<file path="config.mk">
export PLATFORM = sky130hd
export DESIGN_NAME = sum_accumulator
export DESIGN_NICKNAME = d
export VERILOG_FILES = /design/src/rtl/sum_acc_pkg.sv /design/src/rtl/sum_accumulator.sv
export SDC_FILE = /design/constraint.sdc
export NUM_CORES = 1
export LEC_CHECK = 0
export ABC_AREA = 0
export CAP_MARGIN = 0
export CORE_MARGIN = 3
export CORE_UTILIZATION = 53
export CTS_CLUSTER_SIZE = 12
export DETAILED_ROUTE_END_ITERATION = 7
export PLACE_DENSITY = 0.87
export SETUP_SLACK_MARGIN = 0.05
export SYNTH_ARGS = -nofsm -noshare
export SYNTH_HDL_FRONTEND = slang
export SYNTH_SLANG_ARGS = --single-unit
</file>
<file path="constraint.sdc">
create_clock -name clk -period 3.35 [get_ports clk]
set_clock_uncertainty 0.15 [all_clocks]
set_input_delay 0.67 -clock clk [delete_from_list [all_inputs] [get_ports clk]]
set_output_delay 0.67 -clock clk [all_outputs]
set_load 0.005 [all_outputs]
</file>
<file path="src/rtl/sum_acc_pkg.sv">
// Shared types and default widths for the sum_accumulator stage.
package sum_acc_pkg;

  localparam int unsigned DEF_DATA_W = 8;
  localparam int unsigned DEF_ACC_W  = 16;
  localparam int unsigned DEF_CNT_W  = 4;

  typedef enum logic [1:0] {
    IDLE = 2'd0,
    ACC  = 2'd1,
    DONE = 2'd2
  } state_t;

endpackage

</file>
<file path="src/rtl/sum_accumulator.sv">
// Accumulates a frame of {cout, sum} adder results into a wide total with a sticky
// overflow flag, handing the total downstream over a valid/ready handshake.
module sum_accumulator
  import sum_acc_pkg::*;
#(
  parameter int unsigned DATA_W = DEF_DATA_W,
  parameter int unsigned ACC_W  = DEF_ACC_W,
  parameter int unsigned CNT_W  = DEF_CNT_W
) (
  input  logic              clk,
  input  logic              rst,
  input  logic              clear,
  input  logic [CNT_W-1:0]  len,
  input  logic              in_valid,
  output logic              in_ready,
  input  logic [DATA_W-1:0] in_sum,
  input  logic              in_cout,
  output logic              out_valid,
  input  logic              out_ready,
  output logic [ACC_W-1:0]  out_acc,
  output logic              out_ovf,
  output logic [CNT_W-1:0]  out_count
);

  state_t             r_state;
  state_t             w_state_nxt;
  logic [ACC_W-1:0]   r_acc;
  logic               r_ovf;
  logic [CNT_W-1:0]   r_count;
  logic [CNT_W-1:0]   r_frame_len;

  logic               w_in_ready;
  logic               w_accept;
  logic [ACC_W-1:0]   w_beat;
  logic [ACC_W:0]     w_sum;
  logic [CNT_W-1:0]   w_cnt_inc;

  assign w_in_ready = (r_state != DONE);
  assign w_accept   = in_valid & w_in_ready & ~clear;
  assign w_beat     = ACC_W'({in_cout, in_sum});
  assign w_sum      = {1'b0, r_acc} + {1'b0, w_beat};
  // A length of 0 wraps the counter back to 0 on the 2**CNT_W-th beat, so a plain
  // compare against the stored length also covers the full-frame case.
  assign w_cnt_inc  = r_count + CNT_W'(1);

  always_ff @(posedge clk or posedge rst) begin
    if (rst) begin
      r_state <= IDLE;
    end else begin
      r_state <= w_state_nxt;
    end
  end

  always_comb begin
    w_state_nxt = r_state;
    if (clear) begin
      w_state_nxt = IDLE;
    end else begin
      unique case (r_state)
        IDLE: if (w_accept) w_state_nxt = (len == CNT_W'(1)) ? DONE : ACC;
        ACC:  if (w_accept && (w_cnt_inc == r_frame_len)) w_state_nxt = DONE;
        DONE: if (out_ready) w_state_nxt = IDLE;
        default: w_state_nxt = IDLE;
      endcase
    end
  end

  always_ff @(posedge clk or posedge rst) begin
    if (rst) begin
      r_acc       <= '0;
      r_ovf       <= 1'b0;
      r_count     <= '0;
      r_frame_len <= '0;
    end else if (clear) begin
      r_acc   <= '0;
      r_ovf   <= 1'b0;
      r_count <= '0;
    end else if (w_accept) begin
      if (r_state == IDLE) begin
        r_acc       <= w_beat;
        r_ovf       <= 1'b0;
        r_count     <= CNT_W'(1);
        r_frame_len <= len;
      end else begin
        r_acc   <= w_sum[ACC_W-1:0];
        r_ovf   <= r_ovf | w_sum[ACC_W];
        r_count <= w_cnt_inc;
      end
    end
  end

  assign in_ready  = w_in_ready;
  assign out_valid = (r_state == DONE);
  assign out_acc   = r_acc;
  assign out_ovf   = r_ovf;
  assign out_count = r_count;

endmodule

</file>
==> summary.md, run 1 <==
| Metric | Value |
|---|---|
| Status | `finished clean` |
| Maximum vdd drop | `~0.35 mV` |
| H-tree lvl count | `1` |
| Fin nets | `248` |
| Slew @ Worst Pin | `500 ps` |
| Layout area overhead | `28.0%` |
| DP Worst Slack | `150 ps` |
| Share of layout cells above drive strength 1 | `about 8.7%` |
| Wirelength, routed | `4200 µm` |
| YS warnings | `0` |
| Antenna viol nets, final | `0` |
| Vias per cell | `around 6` |
| Worst hold-check path type | `flip-flop to flip-flop` |
| Row cnt | `19` |
| EDFF count, synth | `0` |
| Req. time, crit path | `about 3400 ps` |
| Setup ws final | `roughly 500 ps` |
| Total negative setup slack | `0 ps` |
| Critical path origin | `in_sum[0]` |
| TritonCTS clock tree | `yes` |
| Comb pwr share | `~44%` |
| Cts repair resizes | `0` |
| Lkg Pwr | `between 0.9 and 1 nW` |
| Crit Path Category | `input port to flip-flop` |
| Critical Path, Cell by Cell | `clkdlybuf4s50_1 > ha_1 > fa_1 > a21o_1 > a221oi_2 > o21ai_1 > and2_1 > o211ai_1 > o21ai_0` |
| Cells on Worst Hold Path | `2` |
| Avg Cell Area, Syn | `slightly below 10 µm²` |
| Placeable Area | `roughly 0.0029 mm²` |
| Post-route clock period utilization | `a little under nine tenths` |
| Vias in the first global route | `1646` |
| Share of flip-flops with an asynchronous set or reset | `100%` |
| Antenna cell count | `0` |
| Primary FF master, synth | `dfrtp_1` |
| Mapped Cells | `approximately 180` |
| Initial Util | `58.6%` |
| Commonest cells after routing, fill and taps aside | `clkdlybuf4s50_1 (40), dfrtp_1 (27), o21ai_0 (22), nand2_1 (15), ha_1 (10)` |
| Clock Tree Buf Depth | `2` |
| Post-synth design cell area | `0.00170 mm²` |
| First-pass iteration count of the detailed router | `5` |
| Critical path endpoint category | `flip-flop` |
| Hold Fails Final Rpt | `0` |
| Crit-path max FO | `3` |
| Chip Width | `about 63 µm` |
| Clock-pin transition on the worst setup and hold timing paths | `~160 ps` |
| Gr usage total | `23.1%` |
| Port bufs | `40` |
| Routed wire per std cell | `16.2 µm` |
| CTS root buffer | `clkbuf_4` |
| CP max-delay cell | `clkdlybuf4s50_1` |
| Hold WS | `about 400 ps` |
| Reg2reg start | `out_acc[0]` |
| Largest net degree at the start of global routing | `28` |
| Yosys cell types | `between 40 and 50` |
| Initial antenna violation count | `0` |
| Post-DP HPWL | `3120 µm` |
| Hold_sp | `out_acc[2]` |
| Worst slew margin | `about two thirds` |
| Hold-fix buffers, CTS | `0` |
| Total power | `roughly 0.0011 W` |
| CTS sink cnt | `27` |
| Filler cells | `214` |
| Total Die Area | `~0.004 mm²` |
| DR iter-0 viols | `74` |
| P per Cell Area | `494 mW/mm²` |
| Syn nets | `204` |
| Post-synthesis register bit count | `27` |
| Switch Pwr | `0.000394 W` |
| TritonCTS Buffers | `3` |
| Max-cap violations | `0` |
| Sw Share | `between 30% and 40%` |
| Seq pwr share | `between 40% and 50%` |
| Worst-Skew Late Latency | `approximately 340 ps` |
| Global-route wire length before repair | `between 7000 and 8000 µm` |
| Commonest non-fill, non-tap cell in the layout | `clkdlybuf4s50_1` |
| Via count | `between 1500 and 2000` |
| Chip height | `62.6 µm` |
| Setup Viol. Count Final | `0` |
| Tmin final | `2850 ps` |
| RSZ-0062 raised after global routing | `false` |
| Critical path data arrival time | `a little under 3000 ps` |
| Drt drc | `0` |
| Cell depth of the worst flop-to-flop path | `8` |
| Fmax | `about 350 MHz` |
| Routability Congestion | `around 0.9` |
| Global route overflow | `0` |
| Final Max Tran Viols | `0` |
| Crit path largest cell delay | `420 ps` |
| Sequential element share of the synthesized area | `39.8%` |
| Crit path launch type | `input port` |
| Post-CTS Setup Bufs | `0` |
| Cell-internal power | `0.000680 W` |
| # IOs | `41` |
| Clock power share | `between 10 and 15%` |
## final cells by class
class                      instances  area (µm²)  area share [%]
timing repair buffer              43         423            19.4
multi-input combinational        140         982            45.2
inverter                           4        15.0           0.690
sequential                        27         676            31.1
clock buffer                       4        26.3            1.21
tap                               42        52.6            2.42
## per-layer routing
metal	global-route usage (%)	up-vias	routed length, µm	share of wire, %
met5	0	-	0	0
met4	10.2	0	96	2.3
met3	2.70	12	146	3.5
met2	39.1	52	2090	50
met1	29.6	769	1870	45
li1	-	740	-	-
## through the flow
| stage | utilization (%) | area [µm²] | std cells |
|---|---|---|---|
| detailed placement | 74.1 | 2150 | 256 |
| global route | 75.0 | 2170 | 260 |
| finish | 75.0 | 2170 | 260 |
| CTS | 75.0 | 2170 | 260 |
| global placement | 74.1 | 2150 | 256 |
| floorplan | - | 1700 | 175 |
## logic make-up after synthesis
group                      share of synthesized area [%]
AOI/OAI and AO/OA                                   22.0
and+or+nand+nor                                     16.6
xor gates and xnor gates                            6.19
DFF                                                 39.8
adders and majority gates                           8.54
buffers and inverters                               2.43
muxes                                               4.42
## power by group through the flow
stage	clock network, W	registers, W	logic, W
6_report	0.000149	0.000447	0.000477
5_1_grt	0.000160	0.000457	0.000530
4_1_cts	0.000147	0.000447	0.000476
3_5_place_dp	0	0.000453	0.000474
3_3_place_gp	0	0.000447	0.000454
2_1_floorplan	0	0.000444	0.000309
## cell usage after synthesis, types with 2 or more instances
library cell	instances	area share, %
dfrtp_1	27	40
o21ai_0	22	6.5
nand2_1	15	3.3
ha_1	10	7.4
a21oi_1	9	2.7
nor2_1	9	2.0
a22oi_1	6	2.7
xnor2_1	6	3.1
xor2_1	6	3.1
inv_1	4	0.88
mux2_2	4	2.7
o31ai_1	4	1.8
mux2i_1	3	1.8
nand3_1	3	0.88
nand4_1	3	1.1
nor2b_1	3	1.1
o211ai_1	3	1.3
a21o_1	2	0.88
and2_1	2	0.74
clkbuf_1	2	0.44
nand2b_1	2	0.74
o21ai_1	2	0.59
or4_1	2	0.88
## worst max-delay path: cells and delay by family
family          cells  cell delay (ps)
compound gates      5              990
fa+ha+maj           2              650
buf+inv             1              420
simple gates        1              200
## state kept, by name, summed over array words and instances, names as in the netlist
register     count
out_acc         16
out_count        4
out_ovf          1
r_frame_len      4
r_state          2
## path summary, 6_finish.rpt
path / endpoint / slack, ps
max: out_acc[10] / 500
min: out_acc[2] / 400
max reg2reg: out_acc[10] / 850
min reg2reg: out_acc[2] / 400
max in group asynchronous: out_count[3] / 2240
min in group asynchronous: out_acc[3] / 530
Power figures use the tool's default switching activity.
==> run 2: changes to the inputs <==
- clock period: 3.35 -> 3.6 ns (I/O delays scaled with it)
==> run 2 against run 1 <==
Compared with the run above: via count shrank 3.4%; sequential share of layout area up 0.090 points; core utilization shrank 0.22 points; largest cell class unchanged; final cell count down 0.38%; critical endpoint unchanged; final area shrank 0.29%; power is 7.9% lower; flip-flop and latch count unchanged; register-to-register slack improved by 270 ps; combinational power shrank 8.4%; first-iteration DRC count increased by 19%; critical path depth unchanged; highest routed layer unchanged.
==> summary.md, run 2 (synthesis results as in run 1) <==
| Metric | Value |
|---|---|
| Clock-pin transition on the worst setup and hold timing paths | `approximately 160 ps` |
| Crit Path Category | `input port to flip-flop` |
| Initial antenna violation count | `0` |
| Fin nets | `247` |
| Chip Width | `approximately 63 µm` |
| Post-route clock period utilization | `between 80% and 90%` |
| Area of the multi-input gates | `982 µm²` |
| Commonest non-fill, non-tap cell in the layout | `clkdlybuf4s50_1` |
| Chip height | `around 63 µm` |
| Total Die Area | `approximately 0.0039 mm²` |
| Register Area | `a little under 700 µm²` |
| Setup Viol. Count Final | `0` |
| Clock Tree Buf Depth | `2` |
| Reg2reg start | `out_acc[0]` |
| Tmin final | `~2900 ps` |
| Largest register FFs | `16` |
| Global-route wire length before repair | `around 7200 µm` |
| M2 GR Usage | `approximately two fifths` |
| First-pass iteration count of the detailed router | `4` |
| Cts repair resizes | `0` |
| CTS root buffer | `clkbuf_4` |
| Filler cells | `230` |
| Hold_sp | `out_acc[0]` |
| Req. time, crit path | `~3700 ps` |
| Port bufs | `40` |
| Antenna viol nets, final | `0` |
| RSZ-0062 raised after global routing | `false` |
| TritonCTS Buffers | `3` |
| Wirelength, routed | `between 3000 and 4000 µm` |
| Cell depth of the worst flop-to-flop path | `8` |
| Post-DP HPWL | `approximately 3000 µm` |
| Worst-Skew Late Latency | `340 ps` |
| Via count | `between 1500 and 2000` |
| H-tree lvl count | `1` |
| Worst slew margin | `a little under a third` |
| Global route overflow | `0` |
| Share of layout cells above drive strength 1 | `under 10%` |
| Hold Fails Final Rpt | `0` |
| Status | `finished clean` |
| GR Util met1 | `around 29%` |
| Antenna cell count | `0` |
| Largest net degree at the start of global routing | `28` |
| Critical path endpoint category | `flip-flop` |
| Layout area overhead | `27.6%` |
| Crit path launch type | `input port` |
| Critical path data arrival time | `between 2000 and 3000 ps` |
| Initial Util | `approximately three fifths` |
| Maximum vdd drop | `~0.35 mV` |
| Row cnt | `19` |
| Slew @ Worst Pin | `just over 1000 ps` |
| Crit-path max FO | `3` |
| Worst R2R End | `out_acc[10]` |
| Gr busiest metal | `met2` |
| Drt drc | `0` |
| Max-cap violations | `0` |
| Routability Congestion | `between 0.9 and 1` |
| Placeable Area | `0.00290 mm²` |
| Commonest cells after routing, fill and taps aside | `clkdlybuf4s50_1 (40), dfrtp_1 (27), o21ai_0 (22), nand2_1 (15), ha_1 (10)` |
| Total negative setup slack | `0 ps` |
| CTS sink cnt | `27` |
| Hold EP | `out_acc[0]` |
| Placed cell areas | `0.00214 mm²` |
| Cells on Worst Hold Path | `2` |
| Vias per cell | `roughly 5.9` |
| Fmax | `roughly 350 MHz` |
| Hold-fix buffers, CTS | `0` |
| TritonCTS clock tree | `yes` |
| DR iter-0 viols | `88` |
| P per Cell Area | `456 mW/mm²` |
| Setup ws final | `~700 ps` |
| Fin area | `roughly 0.0022 mm²` |
| DP Worst Slack | `~340 ps` |
| Lkg Pwr | `a little over 0.9 nW` |
| Final Max Tran Viols | `0` |
| Worst hold-check path type | `flip-flop to flip-flop` |
| Routed wire per std cell | `15.4 µm` |
| Grt met3 use | `between 3 and 4%` |
| Gr usage total | `22.5%` |
| Utilization after layout | `about three quarters` |
| Reg2reg setup slack | `roughly 1100 ps` |
| # IOs | `41` |
| Vias in the first global route | `roughly 1600` |
| Post-CTS Setup Bufs | `0` |
| Hold WS | `roughly 390 ps` |
[run 2: changes by cell type in the layout (fill, tap and decap cells not counted)]
cell,delta
buf_4,-1
clkbuf_1,-1
clkinv_2,+1
[run 2: how the worst max path moves through the flow]
| stage | startpoint | end | slack [ps] | cells past startpoint |
|---|---|---|---|---|
| 6_report | in_sum[0] | out_acc[10] | 710 | 9 |
| 3_5_place_dp | in_sum[0] | out_acc[10] | 340 | 9 |
| 5_1_grt | in_sum[0] | out_acc[14] | 560 | 9 |
| 4_1_cts | in_sum[0] | out_acc[10] | 730 | 9 |
| 2_1_floorplan | in_sum[0] | out_acc[10] | 1010 | 8 |
| 3_3_place_gp | in_sum[0] | out_ovf | 430 | 9 |
[run 2: metal layers]
layer | up-vias | share of wire (%)
met5 | - | 0
met4 | 0 | 1.2
met3 | 5 | 3.0
met2 | 34 | 51
met1 | 739 | 44
li1 | 741 | -
[run 2: stage by stage]
step / cells / total power [W]
finish: 259 / 0.000989
global route: 259 / 0.00107
CTS: 259 / 0.000993
detailed placement: 255 / 0.000855
global placement: 255 / 0.000838
floorplan: 175 / 0.000701
[run 2: report_power, final]
group / internal [W] / switching, W / leakage (nW)
Clock: 0.0000419 / 0.0000960 / 0.0177
Sequential: 0.000360 / 0.0000539 / 0.360
Combinational: 0.000228 / 0.000209 / 0.535
[run 2: area by class of cell]
class | count | share of cell area (%)
multi-input combinational | 140 | 45.3
timing repair buffer | 42 | 19.2
clock buffer | 3 | 1.04
inverter | 4 | 0.692
tap | 42 | 2.42
clock inverter | 1 | 0.231
sequential | 27 | 31.2
[run 2: critical path, cell delays in order]
cell and delay (ps):
clkdlybuf4s50_1 420, ha_1 240, fa_1 410, a21o_1 220
a221oi_2 340, o21ai_1 130, and2_1 200, o211ai_1 190
o21ai_0 100
